===== src/rtl/rotozoom_sched.sv =====
// Per-frame rotozoom parameter scheduler: fetches sin/cos/scale from the shared ROM during blanking,
// derives strides and start offsets on one time-shared multiplier, and publishes them together at the commit line.
module rotozoom_sched #(
  parameter int V_ACTIVE     = 304,
  parameter int V_COMMIT     = 311,
  parameter int CX           = 194,
  parameter int CY           = 152,
  parameter int SCALE_SHIFT  = 3,
  parameter int OFFSET_SHIFT = 5
) (
  input  logic        clk7,
  input  logic        rst_n,
  input  logic [8:0]  hc,
  input  logic [8:0]  vc,
  input  logic        pause,
  input  logic [3:0]  step,
  output logic [7:0]  sin_addr,
  input  logic [15:0] sin_data,
  output logic [8:0]  angle,
  output logic [16:0] u_stride,
  output logic [16:0] v_stride,
  output logic [16:0] u_start0,
  output logic [16:0] v_start0,
  output logic        params_upd,
  output logic        busy,
  output logic        overrun
);

  typedef enum logic [3:0] {
    S_IDLE, S_F0, S_F1, S_F2, S_F3, S_M0, S_M1, S_M2, S_M3, S_WAIT
  } state_t;

  localparam logic signed [15:0] CX16 = 16'(CX);
  localparam logic signed [15:0] CY16 = 16'(CY);

  state_t             state, state_nxt;
  logic [8:0]         angle_work;
  logic [7:0]         addr_q;
  logic signed [15:0] vs, us, sc;
  logic [16:0]        u_stride_p, v_stride_p, u_start_p, v_start_p;
  logic               trigger, commit_pt, commit_go;
  logic signed [15:0] mul_a, mul_b;
  logic signed [31:0] mul_p;
  logic [16:0]        stride_val, offset_val;

  assign trigger   = (hc == 9'd0) && (vc == 9'(V_ACTIVE));
  assign commit_pt = (hc == 9'd0) && (vc == 9'(V_COMMIT));
  assign commit_go = commit_pt && (state == S_WAIT);
  assign busy      = (state != S_IDLE) || params_upd;

  // Address leads the captured data by one cycle: sin, then cos (+quarter turn), then scale.
  always_comb begin
    sin_addr = addr_q;
    case (state)
      S_F0:    sin_addr = angle_work[7:0];
      S_F1:    sin_addr = angle_work[7:0] + 8'd64;
      S_F2:    sin_addr = angle_work[8:1];
      default: sin_addr = addr_q;
    endcase
  end

  // Single shared multiplier; the FSM state selects which operand pair it sees.
  always_comb begin
    mul_a = sc;
    mul_b = us;
    case (state)
      S_M1: begin mul_a = sc;   mul_b = vs; end
      S_M2: begin mul_a = CX16; mul_b = us; end
      S_M3: begin mul_a = CY16; mul_b = vs; end
      default: begin mul_a = sc; mul_b = us; end
    endcase
  end

  assign mul_p      = mul_a * mul_b;
  assign stride_val = 17'(mul_p >>> (16 + SCALE_SHIFT));
  assign offset_val = 17'(mul_p >>> (16 + OFFSET_SHIFT));

  always_comb begin
    state_nxt = state;
    case (state)
      S_IDLE:  if (trigger) state_nxt = S_F0;
      S_F0:    state_nxt = S_F1;
      S_F1:    state_nxt = S_F2;
      S_F2:    state_nxt = S_F3;
      S_F3:    state_nxt = S_M0;
      S_M0:    state_nxt = S_M1;
      S_M1:    state_nxt = S_M2;
      S_M2:    state_nxt = S_M3;
      S_M3:    state_nxt = S_WAIT;
      S_WAIT:  if (commit_pt) state_nxt = S_IDLE;
      default: state_nxt = S_IDLE;
    endcase
  end

  always_ff @(posedge clk7 or negedge rst_n) begin
    if (!rst_n) begin
      state <= S_IDLE;
    end else begin
      state <= state_nxt;
    end
  end

  always_ff @(posedge clk7 or negedge rst_n) begin
    if (!rst_n) begin
      angle_work <= '0;
      addr_q     <= '0;
      vs         <= '0;
      us         <= '0;
      sc         <= '0;
      u_stride_p <= '0;
      v_stride_p <= '0;
      u_start_p  <= '0;
      v_start_p  <= '0;
    end else begin
      addr_q <= sin_addr;
      if (state == S_IDLE && trigger)
        angle_work <= angle_work + (pause ? 9'd0 : {5'd0, step});
      case (state)
        S_F1: vs <= sin_data;
        S_F2: us <= sin_data;
        S_F3: sc <= sin_data;
        S_M0: u_stride_p <= stride_val;
        S_M1: v_stride_p <= stride_val;
        S_M2: u_start_p  <= -offset_val;
        S_M3: v_start_p  <= offset_val;
        default: ;
      endcase
    end
  end

  // Published values move together in one edge so the pixel generator never sees a mixed set.
  always_ff @(posedge clk7 or negedge rst_n) begin
    if (!rst_n) begin
      angle      <= '0;
      u_stride   <= '0;
      v_stride   <= '0;
      u_start0   <= '0;
      v_start0   <= '0;
      params_upd <= 1'b0;
      overrun    <= 1'b0;
    end else begin
      params_upd <= commit_go;
      if (commit_go) begin
        angle    <= angle_work;
        u_stride <= u_stride_p;
        v_stride <= v_stride_p;
        u_start0 <= u_start_p;
        v_start0 <= v_start_p;
      end
      if ((trigger && state != S_IDLE) || (commit_pt && state != S_WAIT))
        overrun <= 1'b1;
    end
  end

endmodule


===== config.mk =====
export PLATFORM = sky130hd
export DESIGN_NAME = rotozoom_sched
export DESIGN_NICKNAME = d
export VERILOG_FILES = /design/src/rtl/rotozoom_sched.sv
export SDC_FILE = /design/constraint.sdc
export NUM_CORES = 1
export LEC_CHECK = 0
export CELL_PAD_IN_SITES_DETAIL_PLACEMENT = 1
export CELL_PAD_IN_SITES_GLOBAL_PLACEMENT = 2
export CORE_ASPECT_RATIO = 1.1
export CORE_MARGIN = 2
export CORE_UTILIZATION = 42
export DETAILED_ROUTE_END_ITERATION = 12
export GPL_ROUTABILITY_DRIVEN = 0
export PLACE_DENSITY_LB_ADDON = 0.05
export SLEW_MARGIN = 20
export SYNTH_ARGS = -nofsm -noshare
export SYNTH_HDL_FRONTEND = slang
export SYNTH_SLANG_ARGS = --single-unit

===== constraint.sdc =====
create_clock -name clk7 -period 25 [get_ports clk7]
set_input_delay 2.5 -clock clk7 [delete_from_list [all_inputs] [get_ports clk7]]
set_output_delay 2.5 -clock clk7 [all_outputs]
set_load 0.1 [all_outputs]

== Yosys cells after proc, flatten, opt, wreduce, memory -nomap -nowiden ==
Cells that the tools add are included.
Storage, ports and cells
  register bits after elaboration: 188
  input bits: 41
  word-level logic and storage cells: 55
Operators by class
  $add $sub $neg: 3
  multipliers: 1
  equality and inequality tests: 14
  muxes and demuxes: 7
  reductions and logical operators: 13
Operators with widths (count)
  $pmux 4 s10: 1
  $mul 16x16->32: 1
  $pmux 16 s2: 1
  $pmux 8 s3: 1
  $eq 9x9->1 const B: 2
  $neg 17->17: 1
  $eq 4x3->1 const B: 4
  $mux 16: 1
  $mux 4: 3
  $add 9x4->9: 1
  $logic_not 9->1: 1
  $add 8x7->8 const B: 1
  $eq 4x2->1 const B: 2
  $eq 4x4->1 const B: 2
  $logic_and 1x1->1: 6
  $eq 4x1->1 const B: 1
  $logic_not 4->1: 1
  $ne 2x2->1 const B: 2
  $ne 4x4->1 const B: 1
  $reduce_bool 4->1: 1
  $logic_or 1x1->1: 2
  $reduce_and 2->1: 1
  $reduce_or 2->1: 1

== Logic depth before layout (Yosys ltp) ==
  depth in word-level cells: 5
  depth in mapped cells: 32

== Worst setup path before layout ==
Ideal clock, no wire load.
  kind: register to register
  from: reg state[3]
  to: reg u_start_p[11]
  setup time: 0.118 ns
  data arrival time: 8.240 ns
  data required time: 24.882 ns
  setup slack: 16.642 ns
  cell stages (with the launch flop): 28
  clock period less this slack: 8.358 ns
  cell sequence: dfrtp_1 -> buf_2 -> clkbuf_1 -> nor2b_1 -> a21oi_1 -> clkbuf_1 -> mux2_2 -> nand2_1 -> inv_1 -> fa_1 -> fa_1 -> inv_1 -> fa_1 -> inv_1 -> fa_1 -> fa_1 -> fa_1 -> ha_1 -> clkbuf_1 -> nand4_1 -> nor4_1 -> nand4_1 -> or4_1 -> and4b_1 -> a211oi_2 -> and4_1 -> a31oi_1 -> a21o_1
Between the ends
  cells in the longest elaborated chain, start to end: 5
Ends and longest elaborated chain
  from (decl): RTL line 36  | state_t state, state_nxt;
  from (signal assigned): RTL line 99  | state <= state_nxt;
  $eq 4x4->1 or $eq 4x3->1 (tied branches): RTL line 66  | case (state)
  $reduce_or 2->1 (no line)
  $mux 16: RTL line 66
  $mul 16x16->32: RTL line 74  | assign mul_p = mul_a * mul_b;
  $neg 17->17: RTL line 124  | S_M2: u_start_p <= -offset_val;
  to (signal assigned): RTL line 124
  to (decl): RTL line 40  | logic [16:0] u_stride_p, v_stride_p, u_start_p, v_start_p;
Several ways; a longest one is shown, not always the timed one.
A chain may end at the register's enable or synchronous reset.

== Final worst setup path ==
  from: reg state[0]
  to: reg u_start_p[15]
The elaborated chain is that of the path after synthesis.

==> impl_results.md <==
- Status: finished clean
- I/O pin count: 129
- Fin crit share: 0.409
- Worst Hold Depth: 2
- Vias after detailed routing: 13318
- Core Region: approximately 0.042 mm^2
- Initial antenna violation count: 0
- Synth async-reset ratio: 1.00
- Worst skew pair latency: about 0.5 ns
- Hpwl dp: 42600 um
- Area delta synth->final: 13.1%
- PortBufs: 128
- R2r endpoint: u_start_p[15]
- 1st-pass router iterations: 4
- Clock sink count: 188
- Multi-input combinational cell area: 0.0117 mm^2
- GR Util All Layers: 0.246
- N_diodes: 0
- Crit path required time: 25.37 ns
- Residual DRC count: 0
- NumNets Final: 2387
- Initial Util: 0.426
- Slew of the pin with the lowest slew margin: just over 1 ns
- Endpoint class of the critical path: flop
- Global route overflow: 0
- Post-CTS setup buffer count: 0
- Fmax: 0.0978 GHz
- Cells after synthesis: slightly below 2000
- Final setup viols: 0
- Clk Tree Root Cell: clkbuf_16
- Clock skew: 0.0259 ns
- CP startpoint kind: flop
- Reg2Reg Launch Point: state[0]
- Share of layout cells above drive strength 1: 0.0750
- Avg Cell Area, Syn: between 9 and 10 um^2
- Storage cell area: 0.00470 mm^2
- Routed Antenna Nets: 0
- Ys Warns: 0
- Seq/Total Area, Yosys: 0.261
- Worst hold path class: reg2reg
- RSZ-0062 raised after global routing: false
- Die height: 221 um
- Pins Over Slew Limit: 0
- Die extent in x: 202 um
- Post-synthesis register bit count: 188
- Filler cells: just under 5000
- Mapped Area: 0.0180 mm^2
- Clock buffer depth: 2
- Worst hold endpoint: u_start0[7]
- DR iter-0 viols: 640
- Largest net degree at the start of global routing: 70
- Vias in the first global route: 14780
- TritonCTS Buffers: 17
- Worst Reg-to-Reg Cells: 24
- DR WL/cell: 20.3 um
- Final Hold Viols: 0
- Min-delay src: u_start_p[7]
- Slew margin rel.: 0.303
- Post-route minimum period: 10.22 ns
- Syn_nets: 2313
- Number of synthesized flops with an enable pin: 0
- FF-to-FF setup slack: 14.78 ns
- Hold_buf cts: 0
- Worst-path fanout max: 29
- Arr. time, crit path: 10.59 ns
- First-pass GRT wire length: around 84000 um
- Vias per cell: about 5.2
- H-tree Lvls: 4
- Sum Neg Setup Slack: 0 ns
- CTS tree: yes
- Max_cap viols: 0
- Setup Crit Path Kind: reg2reg
- Post-CTS Resized: 0
- Most used DFF post-synth: dfrtp_1
- Die area: 0.0446 mm^2
- Post-synth cell types: 71
- Cell row count: 79
- CTS clk-pin slew, worst paths: 0.09 ns
- Routed WL: 52300 um
[cell usage in the layout (no fill, tap or decap), types with 4 or more instances in the layout]
master	instances
clkbuf_16	17
a21o_1	17
nand2b_1	13
a211oi_1	5
nor2_1	162
o21a_1	6
xor2_1	11
nand3_1	14
mux2i_1	15
inv_12	6
ha_1	85
clkdlybuf4s50_1	127
nand4_1	14
inv_1	319
and3_1	7
nor3_1	8
and2_1	17
and4_1	4
clkinv_8	4
mux2_2	72
o21ai_1	8
a31oi_1	6
or3_1	5
xnor2_1	20
fa_1	262
a21oi_1	39
dfrtp_1	188
buf_4	18
nor4_1	7
nand2_1	377
o21ai_0	60
o31ai_1	5
nor2b_1	14
or2_2	4
[stage by stage]
step / cell area (um^2) / setup WS (ns) / utilization / hold slack [ns] / instances
after CTS: 20400 / 14.86 / 0.482 / 0.468 / 2579
after detailed placement: 19800 / 14.94 / 0.467 / 0.454 / 2547
final: 20400 / 14.78 / 0.483 / 0.459 / 2579
after global placement: 19800 / 15.03 / 0.467 / 0.447 / 2547
after global routing: 20400 / 14.28 / 0.483 / 0.489 / 2579
after floorplan: 18000 / 16.64 / - / 0.433 / 1925
[layout make-up]
cell class	instances	share of cell area
inverters	320	0.0588
flip-flops and latches	188	0.230
clock inverters	15	0.0105
clock buffers	17	0.0208
repair buffers	146	0.0696
well taps	567	0.0348
multi-input cells	1326	0.575
[per-layer routing]
layer | GRT usage | vias up | wire [um]
li1 | - | 6154 | -
met1 | 0.317 | 6840 | 23000
met2 | 0.431 | 252 | 26100
met3 | 0.0286 | 72 | 1560
met4 | 0.0844 | 0 | 1660
met5 | 0 | - | 0
[cells in the mapped netlist (8+ instances only)]
cell type    n  area share
a21o_1      17      0.0071
a21oi_1     40       0.011
and2_1      17      0.0059
buf_1        9      0.0019
buf_2        8      0.0022
buf_4       16      0.0067
clkbuf_1    56       0.012
dfrtp_1    188        0.26
fa_1       262        0.29
ha_1        85       0.059
inv_1      319       0.066
mux2_2      72       0.045
mux2i_1     18       0.010
nand2_1    377       0.078
nand2b_1    13      0.0045
nand3_1     15      0.0042
nand4_1     14      0.0049
nor2_1     162       0.034
nor2b_1     14      0.0049
nor3_1       9      0.0025
o21ai_0     60       0.017
o21ai_1      8      0.0022
xnor2_1     20      0.0097
xor2_1      11      0.0053
[worst max-delay path: stages, from the launching register on]
cell	delay (ns)
dfrtp_1	0.98
and4b_1	0.83
nor2_1	0.11
buf_4	0.25
and2_1	0.37
nand2_1	0.20
inv_1	0.12
fa_1	0.67
fa_1	0.85
fa_1	0.51
fa_1	0.50
fa_1	0.49
inv_1	0.05
fa_1	0.48
inv_1	0.04
ha_1	0.49
nand4_1	0.27
nor4_1	0.78
nand4_1	0.15
or4_1	0.56
and4b_1	0.26
a211oi_2	0.38
and4_1	0.35
a31oi_1	0.15
a21o_1	0.22
[worst max-delay path by stage]
stage | startpoint | cells after the start | to
5_1_grt | state[0] | 24 | u_start_p[13]
3_5_place_dp | state[0] | 24 | u_start_p[13]
2_1_floorplan | state[3] | 27 | u_start_p[11]
4_1_cts | state[0] | 24 | u_start_p[15]
3_3_place_gp | state[0] | 25 | u_start_p[11]
6_report | state[0] | 24 | u_start_p[15]
[flip-flops by register name (all words and copies together) (netlist names), 16 cells and up]
name       flops
u_start0      17
u_start_p     17
sc            16
us            16
vs            16
[logic make-up (layout without fill, tap and decap cells)]
group / after synthesis / count (layout) / synth area share
buffers and inverters: 411 / 498 / 0.0902
AND/OR/NAND/NOR: 666 / 666 / 0.159
flip-flops: 188 / 188 / 0.261
AO/OA/AOI/OAI: 192 / 192 / 0.0704
adder cells (fa/ha/maj): 347 / 347 / 0.350
multiplexers: 90 / 90 / 0.0549
XOR/XNOR: 31 / 31 / 0.0150
Power is left out: the tool's default activity adds up to more than one toggle a clock period on the data nets, which glitch-free logic cannot reach.
